File: config.mk
export PLATFORM = sky130hd
export DESIGN_NAME = mem_cam_responder
export DESIGN_NICKNAME = d
export VERILOG_FILES = /design/src/rtl/mem_cam_responder.sv
export SDC_FILE = /design/constraint.sdc
export NUM_CORES = 1
export LEC_CHECK = 0
export CAP_MARGIN = 25
export CORE_ASPECT_RATIO = 1.75
export CORE_UTILIZATION = 38
export CTS_BUF_LIST = sky130_fd_sc_hd__clkbuf_2
export DETAILED_ROUTE_END_ITERATION = 16
export PLACE_DENSITY = 0.58
export SYNTH_ARGS = -nofsm -noshare
export SYNTH_HDL_FRONTEND = slang
export SYNTH_SLANG_ARGS = --single-unit
File: constraint.sdc
create_clock -name clk -period 7.8 [get_ports clk]
set_clock_uncertainty 0.1 [all_clocks]
set_input_delay 1.17 -clock clk [delete_from_list [all_inputs] [get_ports clk]]
set_output_delay 1.17 -clock clk [all_outputs]
set_load 0.01 [all_outputs]
File: src/rtl/mem_cam_responder.sv
// rtl/mem_cam_responder.sv - CAM responder: keyed writes, lowest-index search, occupancy status
// Optional feature macro: CAM_INVALIDATE_ON_MATCH_EN (a search hit pops the matched entry).
module mem_cam_responder #(
    parameter int param_WIDTH_DATA          = 8,
    parameter int param_WIDTH_ADDR          = 4,
    parameter int param_DEPTH               = 2**param_WIDTH_ADDR,
    parameter int param_ALMOST_FULL_MARGIN  = 1
) (
    input  logic                        clk,
    input  logic                        rst,
    input  logic                        req,
    input  logic                        wr_nrd,
    input  logic [param_WIDTH_DATA-1:0] din,
    input  logic [param_WIDTH_ADDR-1:0] addr,
    output logic [param_WIDTH_DATA-1:0] dout,
    output logic                        read_valid,
    output logic                        busy,
    output logic                        full,
    output logic                        almost_full,
    output logic                        write_error,
    output logic                        invalid_write_state
);

    localparam int LP_CW = param_WIDTH_ADDR + 1;
    localparam logic [param_WIDTH_ADDR-1:0] LP_LAST   = param_WIDTH_ADDR'(param_DEPTH - 1);
    localparam logic [LP_CW-1:0]            LP_FULL   = LP_CW'(param_DEPTH);
    localparam logic [LP_CW-1:0]            LP_AF_THR = LP_CW'(param_DEPTH - param_ALMOST_FULL_MARGIN);

    typedef enum logic {ST_IDLE, ST_SEARCH} state_t;

    logic [param_WIDTH_DATA-1:0] r_key_mem [param_DEPTH];
    logic [param_DEPTH-1:0]      r_valid;
    logic [LP_CW-1:0]            r_count;
    logic [param_WIDTH_DATA-1:0] r_search_key;
    logic [param_WIDTH_ADDR-1:0] r_idx;
    state_t                      r_state;

    logic [param_WIDTH_DATA-1:0] r_dout;
    logic                        r_read_valid;
    logic                        r_busy;
    logic                        r_full;
    logic                        r_almost_full;
    logic                        r_write_error;
    logic                        r_invalid_write_state;

    logic                        w_accept_wr;
    logic                        w_accept_rd;
    logic                        w_store;
    logic                        w_hit;
    logic                        w_last;
    logic [LP_CW-1:0]            w_count_nxt;

    assign w_accept_wr = req && wr_nrd && !r_busy;
    assign w_accept_rd = req && !wr_nrd && !r_busy;
    assign w_store     = w_accept_wr && !r_valid[addr];
    assign w_hit       = (r_state == ST_SEARCH) && r_valid[r_idx] && (r_key_mem[r_idx] == r_search_key);
    assign w_last      = (r_idx == LP_LAST);

    // Writes only land while idle and pops only happen mid-search, so they never coincide.
    always_comb begin
        w_count_nxt = r_count;
        if (w_store) begin
            w_count_nxt = r_count + 1'b1;
        end
`ifdef CAM_INVALIDATE_ON_MATCH_EN
        else if (w_hit) begin
            w_count_nxt = r_count - 1'b1;
        end
`endif
    end

    always_ff @(posedge clk) begin
        if (!rst && w_store) begin
            r_key_mem[addr] <= din;
        end
    end

    always_ff @(posedge clk) begin
        if (rst) begin
            r_state               <= ST_IDLE;
            r_valid               <= '0;
            r_count               <= '0;
            r_search_key          <= '0;
            r_idx                 <= '0;
            r_dout                <= '0;
            r_read_valid          <= 1'b0;
            r_busy                <= 1'b0;
            r_full                <= 1'b0;
            r_almost_full         <= 1'b0;
            r_write_error         <= 1'b0;
            r_invalid_write_state <= 1'b0;
        end else begin
            r_read_valid          <= 1'b0;
            r_write_error         <= 1'b0;
            r_invalid_write_state <= 1'b0;
            r_count               <= w_count_nxt;
            r_full                <= (w_count_nxt == LP_FULL);
            r_almost_full         <= (w_count_nxt >= LP_AF_THR);
            case (r_state)
                ST_IDLE: begin
                    if (w_accept_wr) begin
                        if (r_valid[addr]) begin
                            r_write_error <= 1'b1;
                        end else begin
                            r_valid[addr] <= 1'b1;
                        end
                    end else if (w_accept_rd) begin
                        r_search_key <= din;
                        r_idx        <= '0;
                        r_busy       <= 1'b1;
                        r_state      <= ST_SEARCH;
                    end
                end
                ST_SEARCH: begin
                    if (req && wr_nrd) begin
                        r_invalid_write_state <= 1'b1;
                    end
                    if (w_hit || w_last) begin
                        r_read_valid <= 1'b1;
                        r_busy       <= 1'b0;
                        r_state      <= ST_IDLE;
                        r_dout       <= w_hit ? {{(param_WIDTH_DATA-param_WIDTH_ADDR){1'b0}}, r_idx} : '1;
`ifdef CAM_INVALIDATE_ON_MATCH_EN
                        if (w_hit) begin
                            r_valid[r_idx] <= 1'b0;
                        end
`endif
                    end else begin
                        r_idx <= r_idx + 1'b1;
                    end
                end
                default: r_state <= ST_IDLE;
            endcase
        end
    end

    assign dout                = r_dout;
    assign read_valid          = r_read_valid;
    assign busy                = r_busy;
    assign full                = r_full;
    assign almost_full         = r_almost_full;
    assign write_error         = r_write_error;
    assign invalid_write_state = r_invalid_write_state;

endmodule

==> impl_metrics.csv, run 1 <==
group,metric,value,unit
timing,slew_headroom,30.49,%
worst_hold_path,hold_start,"dout[3]",
global_routing,grt_first_pass_wirelength,26290,microns
floorplanning,dieArea,19780,sq um
global_routing,grt-busiest-layer,"met2",
floorplanning,start_util,39.09,%
worst_hold_path,min_path_type,"flop to flop",
worst_setup_path,max_stage_delay,820,ps
floorplanning,die_w,106.7,microns
clock_network,cts_tree,"yes",
logic_synthesis,synth_nets,505,
worst_setup_path,crit_path_cell_trace,"clkdlybuf4s50_1, mux4_2, mux4_2, nor3b_2, and2_1, nand3b_1, nor3_1",
logic_synthesis,syn_area_per_cell,14.98,sq um
pwr,static-leakage-power,2.519,nW
final_layout,nFillCells,1752,
timing,rsz0062_at_grt,"false",
drt,drtIter0Drc,316,
clock_network,cts_resized,0,
clock_network,clockBufferDepth,2,
global_routing,grt.met1_usage,19.01,%
floorplanning,rows,66,
logic_synthesis,synth-seq-cells,177,
timing,setup_violations,0,
global_routing,met2_usage,36.44,%
final_layout,syn_to_final_growth,10.62,%
final_layout,mostFrequentLayoutCells,"128 x edfxtp_1, 48 x dfxtp_1, 41 x nor2_1, 31 x mux4_2, 30 x nand2_1",
timing,period_share,59.77,%
floorplanning,fp.coreArea,18660,sq um
clock_network,clk_latency,730,ps
timing,hold_viol_final,0,
global_routing,grt_max_degree,50,
clock_network,clk_pin_slew,250,ps
final_layout,fin_cells,764,
logic_synthesis,synthCells,487,
logic_synthesis,synth_top_area_share,52.69,%
run_status,status,"complete, no violations",
floorplanning,pin_count,30,
clock_network,clockRootBuffer,"clkbuf_2",
logic_synthesis,synthTopCellsByArea,"edfxtp_1 53%, dfxtp_1 13%, mux4_2 9.6%",
clock_network,numCtsBuffers,17,
global_routing,grt_pass1_vias,4254,
clock_network,numClockSinks,177,
floorplanning,die_h,185.3,microns
logic_synthesis,synth_ff_type,"edfxtp_1",
drt,wire_per_inst,23.22,microns
drt,postRouteAntennaNets,0,
drt,firstDrtPassIters,5,
pwr,vdd_drop_max,0.1095,mV
run,cap_violations,0,
timing,tns,0,ps
final_layout,final_common_cell,"edfxtp_1",
logic_synthesis,netlist_area,7294,sq um
logic_synthesis,async_flop_share,0,%
drt,route.vias.total,4151,
timing,clock.fmax,214.5,MHz
drt,drc_errors,0,
clock_network,post-cts-setup-buffer-count,0,
place,hpwl,12710,microns
global_routing,met3_usage,2.850,%
worst_setup_path,worstPathArrival,4960,ps
final_layout,nNetsFinal,530,
final_layout,drive_above_1_share,16.38,%
logic_synthesis,synth_top_area_cell,"edfxtp_1",
logic_synthesis,synth_edf_count,128,
global_routing,antenna_found_initial,1,
drt,drt_wl_total,17740,microns
clock_network,cts_hold_buf,0,
logic_synthesis,yosysUniqueCellTypes,48,
place,dp.cells,731,
worst_hold_path,hold_depth,2,
logic_synthesis,seq_area_frac_synth,66.14,%
drt,vias_per_cell,5.433,
worst_setup_path,start_kind,"primary input",
clock_network,htree_num_levels,4,
place,gp_congestion,0.8208,
worst_setup_path,critPathRequiredTime,8100,ps
worst_setup_path,crit_path_max_fanout,12,
worst_setup_path,cpMostUsedCell,"mux4_2",
worst_setup_path,setup.worst_path.class,"primary input to flop",
timing,worst_slack,3138,ps
pwr,p_per_area,205.7,nW/um^2
place,place_ws,2296,ps
place,io_buffers,29,
worst_setup_path,crit_start,"addr[0]",
final_layout,multiInputGateArea,2272,sq um
timing,min_period,4662,ps
final_layout,regArea,4826,sq um
timing,slew_violations,0,
worst_setup_path,slowest_stage,"nor3_1",
worst_setup_path,reg2reg_depth,9,
global_routing,overflow,0,
logic_synthesis,synth_warnings,0,
global_routing,track_usage,19.10,%
worst_setup_path,end_kind,"flop",
timing,tightest_slew,1035,ps
==> layout make-up <==
| class | instances | area share (%) |
|---|---|---|
| Timing Repair Buffer | 35 | 4.249 |
| Antenna cell | 1 | 0.03101 |
| Sequential cell | 177 | 59.81 |
| Inverter | 11 | 0.5117 |
| Clock buffer | 17 | 1.054 |
| Clock inverter | 15 | 2.497 |
| Multi-Input combinational cell | 270 | 28.16 |
| Tap cell | 238 | 3.690 |
==> logic make-up (layout without fill, tap and decap cells) <==
kind of cell             Yosys count  count (layout)  synth area share (%)
adder cells (fa/ha/maj)            2               2                0.3430
buffers and inverters             40              78                 2.710
AO/OA/AOI/OAI                     61              61                 5.969
flip-flops                       177             177                 66.14
XOR/XNOR                          17              17                 2.041
other                              0               1                     0
AND/OR/NAND/NOR                  123             123                 8.147
multiplexers                      67              67                 14.65
==> sequential cells by signal (all words and copies together) (netlist names), named ones only <==
name and count:
read_valid 1, r_count 5, r_search_key 8, r_key_mem 128, invalid_write_state 1, full 1, r_idx 4, r_valid 16
write_error 1, dout 5, busy 1, almost_full 1, r_state 1
==> per-stage QoR <==
stage / util, % / hold WS [ps] / total power, W / cell area, sq um
finish: 43.24 / 388.2 / 0.001660 / 8069
global route: 43.24 / 403.0 / 0.001720 / 8069
CTS: 43.22 / 391.6 / 0.001677 / 8066
detailed placement: 41.69 / 364.3 / 0.001144 / 7780
global placement: 41.58 / 357.8 / 0.001141 / 7760
floorplan: - / 348.0 / 0.001102 / 7295
==> where the power goes <==
group | total, W | internal, W | switching, W
clock network | 0.000537 | 0.000216 | 0.000320
logic | 0.0000958 | 0.0000358 | 0.0000600
registers | 0.00103 | 0.00102 | 0.00000953
total | 0.00166 | 0.00127 | 0.000390
==> Yosys cell counts (3+ instances only) <==
cell      instances
buf_4             7
mux4_2           31
clkbuf_1          9
nand2b_1          9
xor2_1           11
nand3_1           3
nor3_1            9
and3_1            7
mux2_2            8
nor2b_1           6
or3_1             3
nand2_1          30
edfxtp_1        128
o22ai_1           7
o31ai_1           4
a221oi_1          6
mux2i_1          28
nand4_1           4
a21oi_1          23
xnor2_1           6
inv_1            11
a31oi_1           4
dfxtp_1          49
buf_2            11
nor2_1           41
==> critical path, delay by kind of cell <==
kind / cells / cell delay, ps
multiplexers: 2 / 1070
AND/OR/NAND/NOR: 4 / 1930
buffers and inverters: 1 / 780
==> per-layer routing <==
layer,vias up,routed length (microns)
met2,121,10230
met1,2079,6021
met5,-,0
li1,1919,-
met3,32,540
met4,0,947
==> path summary, 6_finish.rpt <==
kind	to	slack (ps)
min	dout[3]	390
min reg2reg	dout[3]	390
max reg2reg	dout[2]	4020
max	r_key_mem[2][3]	3140
(Power assumes the default switching activity.)
==> run 2, diff against run 1 <==
Clock period 7.8 ns to 4.36 ns, I/O delays scaled along.
==> run 2 against run 1 <==
Effect of this change: cell count grew 3.8%; count of clock-buffer cells in the layout is 1 higher; die area stayed put; critical path depth up 2; utilization rose by 0.88 points; flip-flop and latch count unchanged; critical path type is now flop to flop; largest cell class unchanged.
==> impl_metrics.csv, run 2 (synthesized netlist as in run 1, its figures left out) <==
group,metric,value,unit
run_status,status,"complete, no violations",
clock_network,clk_pin_slew,230,ps
worst_setup_path,crit_buf_inv,1,
final_layout,regMostFlops,"r_key_mem",
global_routing,track_usage,19.08,%
final_layout,multiInputGateArea,2272,sq um
worst_setup_path,worstPathArrival,4220,ps
drt,vias_per_cell,5.385,
timing,min_period,3670,ps
clock_network,clockBufferDepth,2,
clock_network,numCtsBuffers,17,
timing,period_share,84.19,%
timing,holdWs,388.8,ps
timing,worst_slack,689.5,ps
worst_setup_path,r2r_setup_slack,690,ps
floorplanning,dieArea,19780,sq um
timing,slew_headroom,33.78,%
timing,hold_viol_final,0,
timing,setup_violations,0,
global_routing,grt_pass1_vias,4529,
worst_setup_path,crit_path_cell_trace,"mux4_2, mux2i_1, xnor2_1, a2111oi_2, o211ai_2, nor3_2, buf_4, o21ai_2, o31ai_1",
clock_network,cts_hold_buf,0,
clock_network,post-cts-setup-buffer-count,0,
timing,slew_violations,0,
worst_setup_path,critPathRequiredTime,4910,ps
timing,rsz0062_at_grt,"false",
run,cap_violations,0,
drt,wire_per_inst,22.14,microns
worst_setup_path,crit_family,"flip-flops",
global_routing,met3_usage,3.272,%
floorplanning,fp.coreArea,18660,sq um
final_layout,regArea,4826,sq um
floorplanning,rows,66,
global_routing,grt_max_degree,50,
worst_setup_path,start_kind,"flop",
clock_network,numClockSinks,177,
drt,postRouteAntennaNets,0,
drt,firstDrtPassIters,4,
worst_setup_path,max_stage_delay,1030,ps
pwr,p_per_area,345.6,nW/um^2
floorplanning,pin_count,30,
pwr,vdd_drop_max,0.2407,mV
drt,route.vias.total,4270,
worst_hold_path,min_path_type,"flop to flop",
drt,drc_errors,0,
clock_network,cts_tree,"yes",
global_routing,grt-busiest-layer,"met2",
final_layout,reg_top3,"r_key_mem: 128 flops, r_valid: 16 flops, r_search_key: 8 flops",
final_layout,syn_to_final_growth,12.88,%
worst_setup_path,slowest_stage,"dfxtp_1",
timing,clock.fmax,272.4,MHz
worst_setup_path,crit_path_max_fanout,17,
place,gp_congestion,0.8285,
place,hpwl,12690,microns
drt,drtIter0Drc,207,
floorplanning,die_w,106.7,microns
timing,tns,0,ps
final_layout,final_common_cell,"edfxtp_1",
worst_setup_path,setup.worst_path.class,"flop to flop",
clock_network,htree_num_levels,4,
place,place_ws,434.2,ps
global_routing,overflow,0,
final_layout,nNetsFinal,559,
global_routing,antenna_found_initial,1,
worst_hold_path,hold_start,"dout[2]",
global_routing,grt_first_pass_wirelength,26630,microns
global_routing,met2_usage,37.63,%
final_layout,mostFrequentLayoutCells,"128 x edfxtp_1, 48 x dfxtp_1, 41 x nor2_1, 35 x buf_4, 31 x mux4_2",
timing,tightest_slew,992.0,ps
floorplanning,start_util,39.09,%
clock_network,clockRootBuffer,"clkbuf_2",
final_layout,postLayoutCoreUtil,44.12,%
pwr,totalPowerFinal,0.002846,W
final_layout,largest_reg_flops,128,
global_routing,grt.met1_usage,18.56,%
drt,drt_wl_total,17560,microns
clock_network,cts_resized,0,
final_layout,drive_above_1_share,20.76,%
final_layout,nFillCells,1767,
pwr,static-leakage-power,2.632,nW
place,io_buffers,29,
worst_setup_path,end_kind,"flop",
floorplanning,die_h,185.3,microns
clock_network,clk_latency,710,ps
[run 2: cell count changes in the layout (fill, tap and decap cells not counted), sizes merged]
| cell | previous run | this run |
|---|---|---|
| clkbuf | 17 | 18 |
| clkinvlp | 0 | 5 |
| bufinv | 4 | 2 |
| inv | 18 | 14 |
| buf | 7 | 36 |
[run 2: layout make-up]
type                            instances  area share [%]
Timing Repair Buffer                   64           6.656
Sequential cell                       177           58.61
Inverter                               11          0.5014
Tap cell                              238           3.616
Antenna cell                            1         0.03039
Clock buffer                           18           1.094
Clock inverter                         14           1.899
Multi-Input combinational cell        270           27.59
[run 2: through the flow]
stage | cells | cell area, sq um
6_report | 793 | 8234
5_1_grt | 793 | 8234
4_1_cts | 792 | 8232
3_5_place_dp | 760 | 7985
3_3_place_gp | 760 | 7985
2_1_floorplan | 487 | 7295
[run 2: worst paths after layout]
| kind | depth (start not counted) | to |
|---|---|---|
| setup / recovery | 9 | flop |
| hold / removal | 2 | dout[2] |
| setup reg to reg | 9 | flop |
| hold reg to reg | 2 | dout[2] |
[run 2: report_power, final]
group          leakage [nW]  total (W)  switching (W)  internal [W]
Combinational         0.949   0.000170       0.000101     0.0000694
Clock                 0.134   0.000833       0.000562      0.000271
Sequential             1.55    0.00184      0.0000212       0.00182
[run 2: tightest hold or removal path, stage by stage, from the launching register on]
cell and delay, ps:
dfxtp_1 370, inv_1 50, a221oi_1 60
[run 2: metal layers]
metal	vias to the layer above	share of wire (%)
met2	96	58
li1	1975	-
met4	0	4.6
met3	39	1.9
met5	-	0
met1	2160	35
